### src/rtl/btn_debounce.sv
// Two-flop synchronizer and debounce FSM for each push-button. One channel
// instance per button; all channels run on clk156.
module btn_debounce_ch #(
    parameter int CNT_W           = 21,
    parameter int DEBOUNCE_CYCLES = 1562500
) (
    input  logic clk156,
    input  logic rst,
    input  logic btn_i,
    output logic level_o,
    output logic press_o,
    output logic release_o
);
    localparam logic [1:0] IDLE         = 2'd0;
    localparam logic [1:0] PRESS_WAIT   = 2'd1;
    localparam logic [1:0] PRESSED      = 2'd2;
    localparam logic [1:0] RELEASE_WAIT = 2'd3;

    localparam logic [CNT_W-1:0] CNT_MAX = CNT_W'(DEBOUNCE_CYCLES);

    logic             sync1_q, sync_q;
    logic [1:0]       state_q, state_d;
    logic [CNT_W-1:0] cnt_q, cnt_d;
    logic             level_q, level_d;
    logic             press_q, press_d;
    logic             release_q, release_d;

    // The FSM only ever looks at sync_q, never the raw pin.
    always_comb begin
        state_d   = state_q;
        cnt_d     = cnt_q;
        level_d   = level_q;
        press_d   = 1'b0;
        release_d = 1'b0;
        case (state_q)
            IDLE: begin
                if (sync_q) begin
                    state_d = PRESS_WAIT;
                    cnt_d   = CNT_W'(1);
                end else begin
                    cnt_d = '0;
                end
            end
            PRESS_WAIT: begin
                if (!sync_q) begin
                    state_d = IDLE;
                    cnt_d   = '0;
                end else if (cnt_q == CNT_MAX) begin
                    state_d = PRESSED;
                    level_d = 1'b1;
                    press_d = 1'b1;
                    cnt_d   = '0;
                end else begin
                    cnt_d = cnt_q + CNT_W'(1);
                end
            end
            PRESSED: begin
                if (!sync_q) begin
                    state_d = RELEASE_WAIT;
                    cnt_d   = CNT_W'(1);
                end else begin
                    cnt_d = '0;
                end
            end
            RELEASE_WAIT: begin
                if (sync_q) begin
                    state_d = PRESSED;
                    cnt_d   = '0;
                end else if (cnt_q == CNT_MAX) begin
                    state_d   = IDLE;
                    level_d   = 1'b0;
                    release_d = 1'b1;
                    cnt_d     = '0;
                end else begin
                    cnt_d = cnt_q + CNT_W'(1);
                end
            end
            default: begin
                state_d = IDLE;
                cnt_d   = '0;
                level_d = 1'b0;
            end
        endcase
    end

    always_ff @(posedge clk156) begin
        if (rst) begin
            sync1_q   <= 1'b0;
            sync_q    <= 1'b0;
            state_q   <= IDLE;
            cnt_q     <= '0;
            level_q   <= 1'b0;
            press_q   <= 1'b0;
            release_q <= 1'b0;
        end else begin
            sync1_q   <= btn_i;
            sync_q    <= sync1_q;
            state_q   <= state_d;
            cnt_q     <= cnt_d;
            level_q   <= level_d;
            press_q   <= press_d;
            release_q <= release_d;
        end
    end

    assign level_o   = level_q;
    assign press_o   = press_q;
    assign release_o = release_q;
endmodule

module btn_debounce #(
    parameter int NUM_BTN         = 5,
    parameter int CNT_W           = 21,
    parameter int DEBOUNCE_CYCLES = 1562500
) (
    input  logic               clk156,
    input  logic               rst,
    input  logic [NUM_BTN-1:0] btn_in,
    output logic [NUM_BTN-1:0] btn_level,
    output logic [NUM_BTN-1:0] btn_press,
    output logic [NUM_BTN-1:0] btn_release
);
    for (genvar i = 0; i < NUM_BTN; i++) begin : g_ch
        btn_debounce_ch #(
            .CNT_W          (CNT_W),
            .DEBOUNCE_CYCLES(DEBOUNCE_CYCLES)
        ) u_ch (
            .clk156   (clk156),
            .rst      (rst),
            .btn_i    (btn_in[i]),
            .level_o  (btn_level[i]),
            .press_o  (btn_press[i]),
            .release_o(btn_release[i])
        );
    end
endmodule

### config.mk
export PLATFORM = sky130hd
export DESIGN_NAME = btn_debounce
export DESIGN_NICKNAME = d
export VERILOG_FILES = /design/src/rtl/btn_debounce.sv
export SDC_FILE = /design/constraint.sdc
export NUM_CORES = 1
export LEC_CHECK = 0
export ABC_CLOCK_PERIOD_IN_PS = 2300
export CAP_MARGIN = 20
export CORE_MARGIN = 3
export CORE_UTILIZATION = 55
export DETAILED_ROUTE_END_ITERATION = 12
export PLACE_DENSITY = 0.73
export REMOVE_ABC_BUFFERS = 1
export SLEW_MARGIN = 20
export SYNTH_ARGS = -nofsm -noshare
export SYNTH_HDL_FRONTEND = slang
export SYNTH_SLANG_ARGS = --single-unit
### constraint.sdc
create_clock -name clk156 -period 2.3 [get_ports clk156]
set_clock_uncertainty 0.05 [all_clocks]
set_input_delay 0.345 -clock clk156 [delete_from_list [all_inputs] [get_ports clk156]]
set_output_delay 0.345 -clock clk156 [all_outputs]
set_load 0.005 [all_outputs]
==> Word-level counts from Yosys, hierarchy flattened <==
Cells that the tools add are included.
{ "op_classes": {"n_addsub": 5, "n_mul": 0, "div_mod_pow": 0, "order_cmp": 0, "eq_ne": 60, "shifts": 0, "muxes": 95, "bitwise": 15, "reduce_logical": 30} }
{ "op_table": {"columns": ["operator", "count"], "rows": [
  ["$pmux 21 s4", 5],
  ["$mux 21", 15],
  ["$add 21x1->21 const B", 5],
  ["$eq 21x21->1 const B", 5],
  ["$mux 2", 30],
  ["$ne 2x1->1 const B", 20],
  ["$pmux 2 s4", 5],
  ["$mux 1", 35],
  ["$reduce_or 3->1", 10],
  ["$reduce_and 5->1", 5],
  ["$eq 2x2->1 const B", 10],
  ["$ne 2x2->1 const B", 10],
  ["$reduce_and 4->1", 5],
  ["$ne 3x1->1 const B", 5],
  ["$ne 3x3->1 const B", 5],
  ["$not 1->1", 15],
  ["$eq 2x1->1 const B", 5],
  ["$logic_not 2->1", 5],
  ["$pmux 1 s2", 5],
  ["$reduce_bool 2->1", 5]
]} }
{ "totals": {"reg_bits": 140, "latch_bits": 0, "ram_bits": 0, "mem_bits_ro": 0, "input_bits": 7, "memories": 0} }

==> Depth between registers and ports, before layout <==
{ "logic_depth": {"depth_word": 4, "mapped_depth": 7} }

==> Cells and area by module <==
A second synthesis with hierarchy kept.
{ "hier_totals": {"hier_cells": 730, "area_unflattened_um2": 6371.1} }
{ "modules_own_cells": {"columns": ["module", "n_inst", "cells_per_inst", "area_each_um2", "seq_area_each_um2"], "rows": [
  ["btn_debounce_ch (g_ch[1].u_ch ...)", 3, 145, 1270.0, 560.5],
  ["btn_debounce_ch (g_ch[0].u_ch)", 1, 149, 1297.5, 560.5],
  ["btn_debounce_ch (g_ch[4].u_ch)", 1, 146, 1263.7, 560.5]
]} }

==> Worst setup path before layout <==
OpenSTA, ideal clock, no wires.
{ "synth_path": {"path_type": "register -> register", "startpoint": "reg g_ch[3].u_ch.cnt_q[11]", "endpoint": "reg g_ch[3].u_ch.cnt_q[19]", "setup_ns": 0.125, "arrival_ns": 1.667, "required_time_ns": 2.125, "path_slack_ns": 0.457, "path_stages_with_launch": 6, "n_path_buf": 1, "cell_sequence": "dfxtp_1 or4b_1 nor3_1 a211o_2 buf_6 a21oi_1"} }
{ "synth_via": {"elab_chain_len": 4, "elab_cells_between_ends": 6, "classes_between": "1 x add/sub; 1 x eq/ne; 4 x mux"} }
{ "synth_lines": {"columns": ["item", "line", "source"], "rows": [
  ["from (decl)", "23", "logic [CNT_W-1:0] cnt_q, cnt_d;"],
  ["from (signal assigned)", "99", "cnt_q <= cnt_d;"],
  ["$add 21x1->21 / $eq 21x21->1 (equally long branches)", null, null],
  ["$mux 21 *", "48, 69", null],
  ["$mux 21 (on tied branches)", "66, 45", null],
  ["$pmux 21 s4 *", "35", "case (state_q)"]
]} }
Every way passes the cells marked *; elsewhere a longest branch is shown, timed or not.
A chain may end at the register's enable or synchronous reset.

==> Worst setup path after layout <==
{ "layout_path": {"startpoint": "reg g_ch[0].u_ch.cnt_q[15]", "endpoint": "reg g_ch[0].u_ch.cnt_q[5]"} }
{ "layout_via": {"elab_chain_len": 4, "elab_cells_between_ends": 5, "classes_between": "1 x eq/ne; 4 x mux"} }
{ "layout_lines": {"columns": ["item", "line"], "rows": [
  ["from (decl)", "23"],
  ["from (signal assigned)", "99"],
  ["$eq 21x21->1 *", "48, 69"],
  ["$mux 21 *", "48, 69"],
  ["$mux 21 (on tied branches)", "66, 45"],
  ["$pmux 21 s4 *", "35"]
]} }
Marked as above.

==> qor_table.md <==
| Result | Value | Unit |
|:---|:---|:---|
| Run status | finished, final reports clean | - |
| Area fraction in and, or, nand and nor cells after synthesis | 29.2 | % |
| Arrival time reported for the critical path endpoint | 2300 | ps |
| Crit. End Element | flop | - |
| Critical path peak fanout | 19 | - |
| Max Transition Viols Final | 0 | - |
| Number of hold violations in the final report | 0 | - |
| Flops & latches, synth | 140 | - |
| Maximum VDD drop | 0.668 | mV |
| CTS H-tree lvls | 4 | - |
| Number of buffers inserted by post-CTS setup repair | 0 | - |
| Count of nets left with antenna violations after detail routing | 0 | - |
| Die outline height | 114 | µm |
| Area Overhead vs Synth | 12.8 | % |
| TritonCTS clock tree | built | - |
| Synth Area in XOR/XNOR | 8.91 | % |
| Commonest cells after routing, fill and taps aside | dfxtp_1, nor2_1, inv_1, xnor2_1, a21oi_1 | - |
| Estimated wirelength of the detail-placed design | 8.48 | mm |
| Nets | 764 | - |
| Largest buffer count on any clock path | 2 | - |
| Top-level I/O count | 22 | - |
| Vias per cell | 5.75 | - |
| Post-synth ARST share | 0 | % |
| Share of synthesized cell area in full adder, half adder and majority cells | 1.96 | % |
| Instance count on the critical path | 4 | - |
| Unrepaired setup endpoints after global routing | no | - |
| Final wirelength | 12.4 | mm |
| Worst-skew pair later-pin latency | 420 | ps |
| Class of the most critical setup path | reg -> reg | - |
| Initial Util | 57.7 | % |
| Fraction of the yosys area taken by sequential cells | 43.9 | % |
| Highest-delay cell along the critical path | or4_1 | - |
| Wire length of the first global-routing pass | 22.0 | mm |
| GRT Resource Usage Total | 20.6 | % |
| Initial detailed-routing violation count | 276 | - |
| Final cycle utilization of the critical path | 90.0 | % |
| Netlist area before placement | 6390 | µm² |
| # resized after CTS | 0 | - |
| Hold buffer count at cts | 0 | - |
| Routability-driven placement congestion ratio | 0.848 | - |
| Critical path buffers and inverters | 0 | - |
| Congestion Overflow GR | 0 | - |
| Number of antenna diodes | 0 | - |
| Sink Count | 140 | - |
| Number of I/O port buffers | 21 | - |
| Highest achievable clock rate | 483 | MHz |
| R2r startpoint | g_ch[0].u_ch.cnt_q[15]$_SDFF_PP0_ | - |
| CTS Buf Count | 17 | - |
| Post-layout minimum cycle time | 2070 | ps |
| Area contributors post-synth | dfxtp_1, xnor2_1, nor2_1, nand4_1, xor2_1 | - |
| Commonest non-fill, non-tap cell in the layout | dfxtp_1 | - |
| Worst hold path class | reg -> reg | - |
| Final core area utilization | 65.0 | % |
| Max incr delay on CP | 680 | ps |
| Largest family of logic cells by synthesized area | simple AND/OR/NAND/NOR gates | - |
| First-pass iteration count of the detailed router | 5 | - |
| Fraction of synthesized area in multiplexers | 0 | % |
| Critical path's top delay family | simple AND/OR/NAND/NOR gates | - |
| Netlist cell types | 54 | - |
| DRC Markers | 0 | - |
| Fraction of the mapped netlist area in compound gates | 10.1 | % |
| Worst Setup SP | g_ch[0].u_ch.cnt_q[15]$_SDFF_PP0_ | - |
| Count of placed standard cells in the final layout, fillers left out | 899 | - |
| PwrDens | 720 | nW/µm² |
| Post-Route Setup TNS | 0 | ps |
| Antenna violations before repair | 0 | - |
| Portion of synthesized cell area occupied by the leading cell type | 43.9 | % |
| Routed length per placed instance | 13.7 | µm |
| Standard-cell row count | 38 | - |
| Mean instance size in the synthesized netlist | 8.72 | µm² |
| Leakage power of the design | 2.15 | nW |
| Via count of the routed design | 5,166 | - |
| Worst slew pin tran | 617 | ps |
| Primary flip-flop cell chosen by synthesis mapping | dfxtp_1 | - |
| Crit start category | flop | - |
| R2R cell count | 4 | - |
| Number of max-cap violations | 0 | - |
| Clock transition at path regs | 60 | ps |
| Die outline area | 12,900 | µm² |
| Number of setup violations in the final report | 0 | - |
| List of cells traversed by the critical path | nand4_1 -> or4_1 -> o21ai_4 -> nor2_1 | - |
| Warnings from Yosys | 0 | - |
| Worst slew slack as a fraction of its limit | 58.9 | % |
| Core Region | 11,100 | µm² |
| Number of instances in the synthesized netlist | 733 | - |
| Maximum number of pins on one net before global-route repair | 35 | - |
| Die X-Extent | 114 | µm |
| Root buffer selected by CTS | clkbuf_16 | - |
| End of the worst register-to-register path | g_ch[0].u_ch.cnt_q[5]$_SDFF_PP0_ | - |
| Number of flops mapped to enable cells by yosys | 0 | - |
| Worst setup path endpoint | g_ch[0].u_ch.cnt_q[5]$_SDFF_PP0_ | - |
| Minimum setup slack among reg-to-reg paths | 230 | ps |
| Critical path required time | 2530 | ps |
| Post-synth top area cell | dfxtp_1 | - |
| Number of global-route vias before repair | 4,972 | - |
| Number of cells in the design after placement | 868 | - |
| Share of post-route cells with drive strength above 1 | 7.91 | % |
## cell type report
class                   instances  area, µm²
fillers                       948       3870
multi-input cells             516       3200
flip-flops and latches        140       2800
clock buffers                  20        457
repair buffers                 30        290
well taps                     140        175
inverters                      42        158
clock inverters                11        119
## cells in the mapped netlist, types with 4 or more instances
cell and instances:
dfxtp_1 140, xnor2_1 42, nand2_1 33, nor4_1 19, a31o_2 5, inv_1 42
and2_1 5, nor2_1 80, a21o_1 5, or4_1 15, ha_1 10, buf_6 4
and4_1 8, nand2b_1 10, and3_1 11, a21oi_1 39, nor3_1 22, clkbuf_1 10
nand4_1 34, buf_4 16, or3_1 23, nand3_1 36, o21ai_0 30, xor2_1 23
nor2b_1 13, o31ai_1 12, a31oi_1 7
## stage by stage
stage                     total power [mW]  cell area, µm²  setup WS, ps  hold WS (ps)
after floorplan                       2.55            6160           224           364
after global placement                2.60            6630           271           369
after detailed placement              2.60            6630           220           372
after CTS                             5.24            7200           215           386
after global routing                  5.38            7200          54.0           406
final                                 5.18            7200           229           383
## registers in the layout, summed over array words and instances (netlist names), named ones only
signal               count
g_ch.u_ch.cnt_q        105
g_ch.u_ch.level_o        5
g_ch.u_ch.press_o        5
g_ch.u_ch.release_o      5
g_ch.u_ch.state_q        5
g_ch.u_ch.sync1_q        5
g_ch.u_ch.sync_q         5
## logic make-up after synthesis
group / Yosys count
xor gates and xnor gates: 65
buffers and inverters: 77
and+or+nand+nor: 334
adders and majority gates: 10
AOI/OAI and AO/OA: 107
DFF: 140
## layer usage
metal,global-route usage [%],vias to the layer above,part of all wire [%]
met3,5.62,12,4.2
met5,0,-,0
met4,6.25,0,1.0
li1,-,2616,-
met2,33.7,77,47
met1,26.7,2461,47
## worst register-to-register path, stage by stage (launching register included)
cell and delay [ps]:
dfxtp_1 420, nand4_1 190, or4_1 680, o21ai_4 500, nor2_1 100
## power breakdown
group | internal, mW | switching (mW)
sequential | 2.45 | 0.0172
clock | 1.64 | 0.998
combinational | 0.0470 | 0.0351
total | 4.13 | 1.05
## worst min-delay path by stage
stage	startpoint	endpoint	slack [ps]	cells after the start
2_1_floorplan	g_ch[0].u_ch.sync1_q$_SDFF_PP0_	g_ch[0].u_ch.sync_q$_SDFF_PP0_	360	1
3_3_place_gp	g_ch[0].u_ch.sync1_q$_SDFF_PP0_	g_ch[0].u_ch.sync_q$_SDFF_PP0_	370	1
3_5_place_dp	g_ch[0].u_ch.sync1_q$_SDFF_PP0_	g_ch[0].u_ch.sync_q$_SDFF_PP0_	370	1
4_1_cts	g_ch[0].u_ch.sync1_q$_SDFF_PP0_	g_ch[0].u_ch.sync_q$_SDFF_PP0_	390	1
5_1_grt	g_ch[3].u_ch.sync1_q$_SDFF_PP0_	g_ch[3].u_ch.sync_q$_SDFF_PP0_	410	1
6_report	g_ch[0].u_ch.sync1_q$_SDFF_PP0_	g_ch[0].u_ch.sync_q$_SDFF_PP0_	380	1
Power figures use the tool's default switching activity.
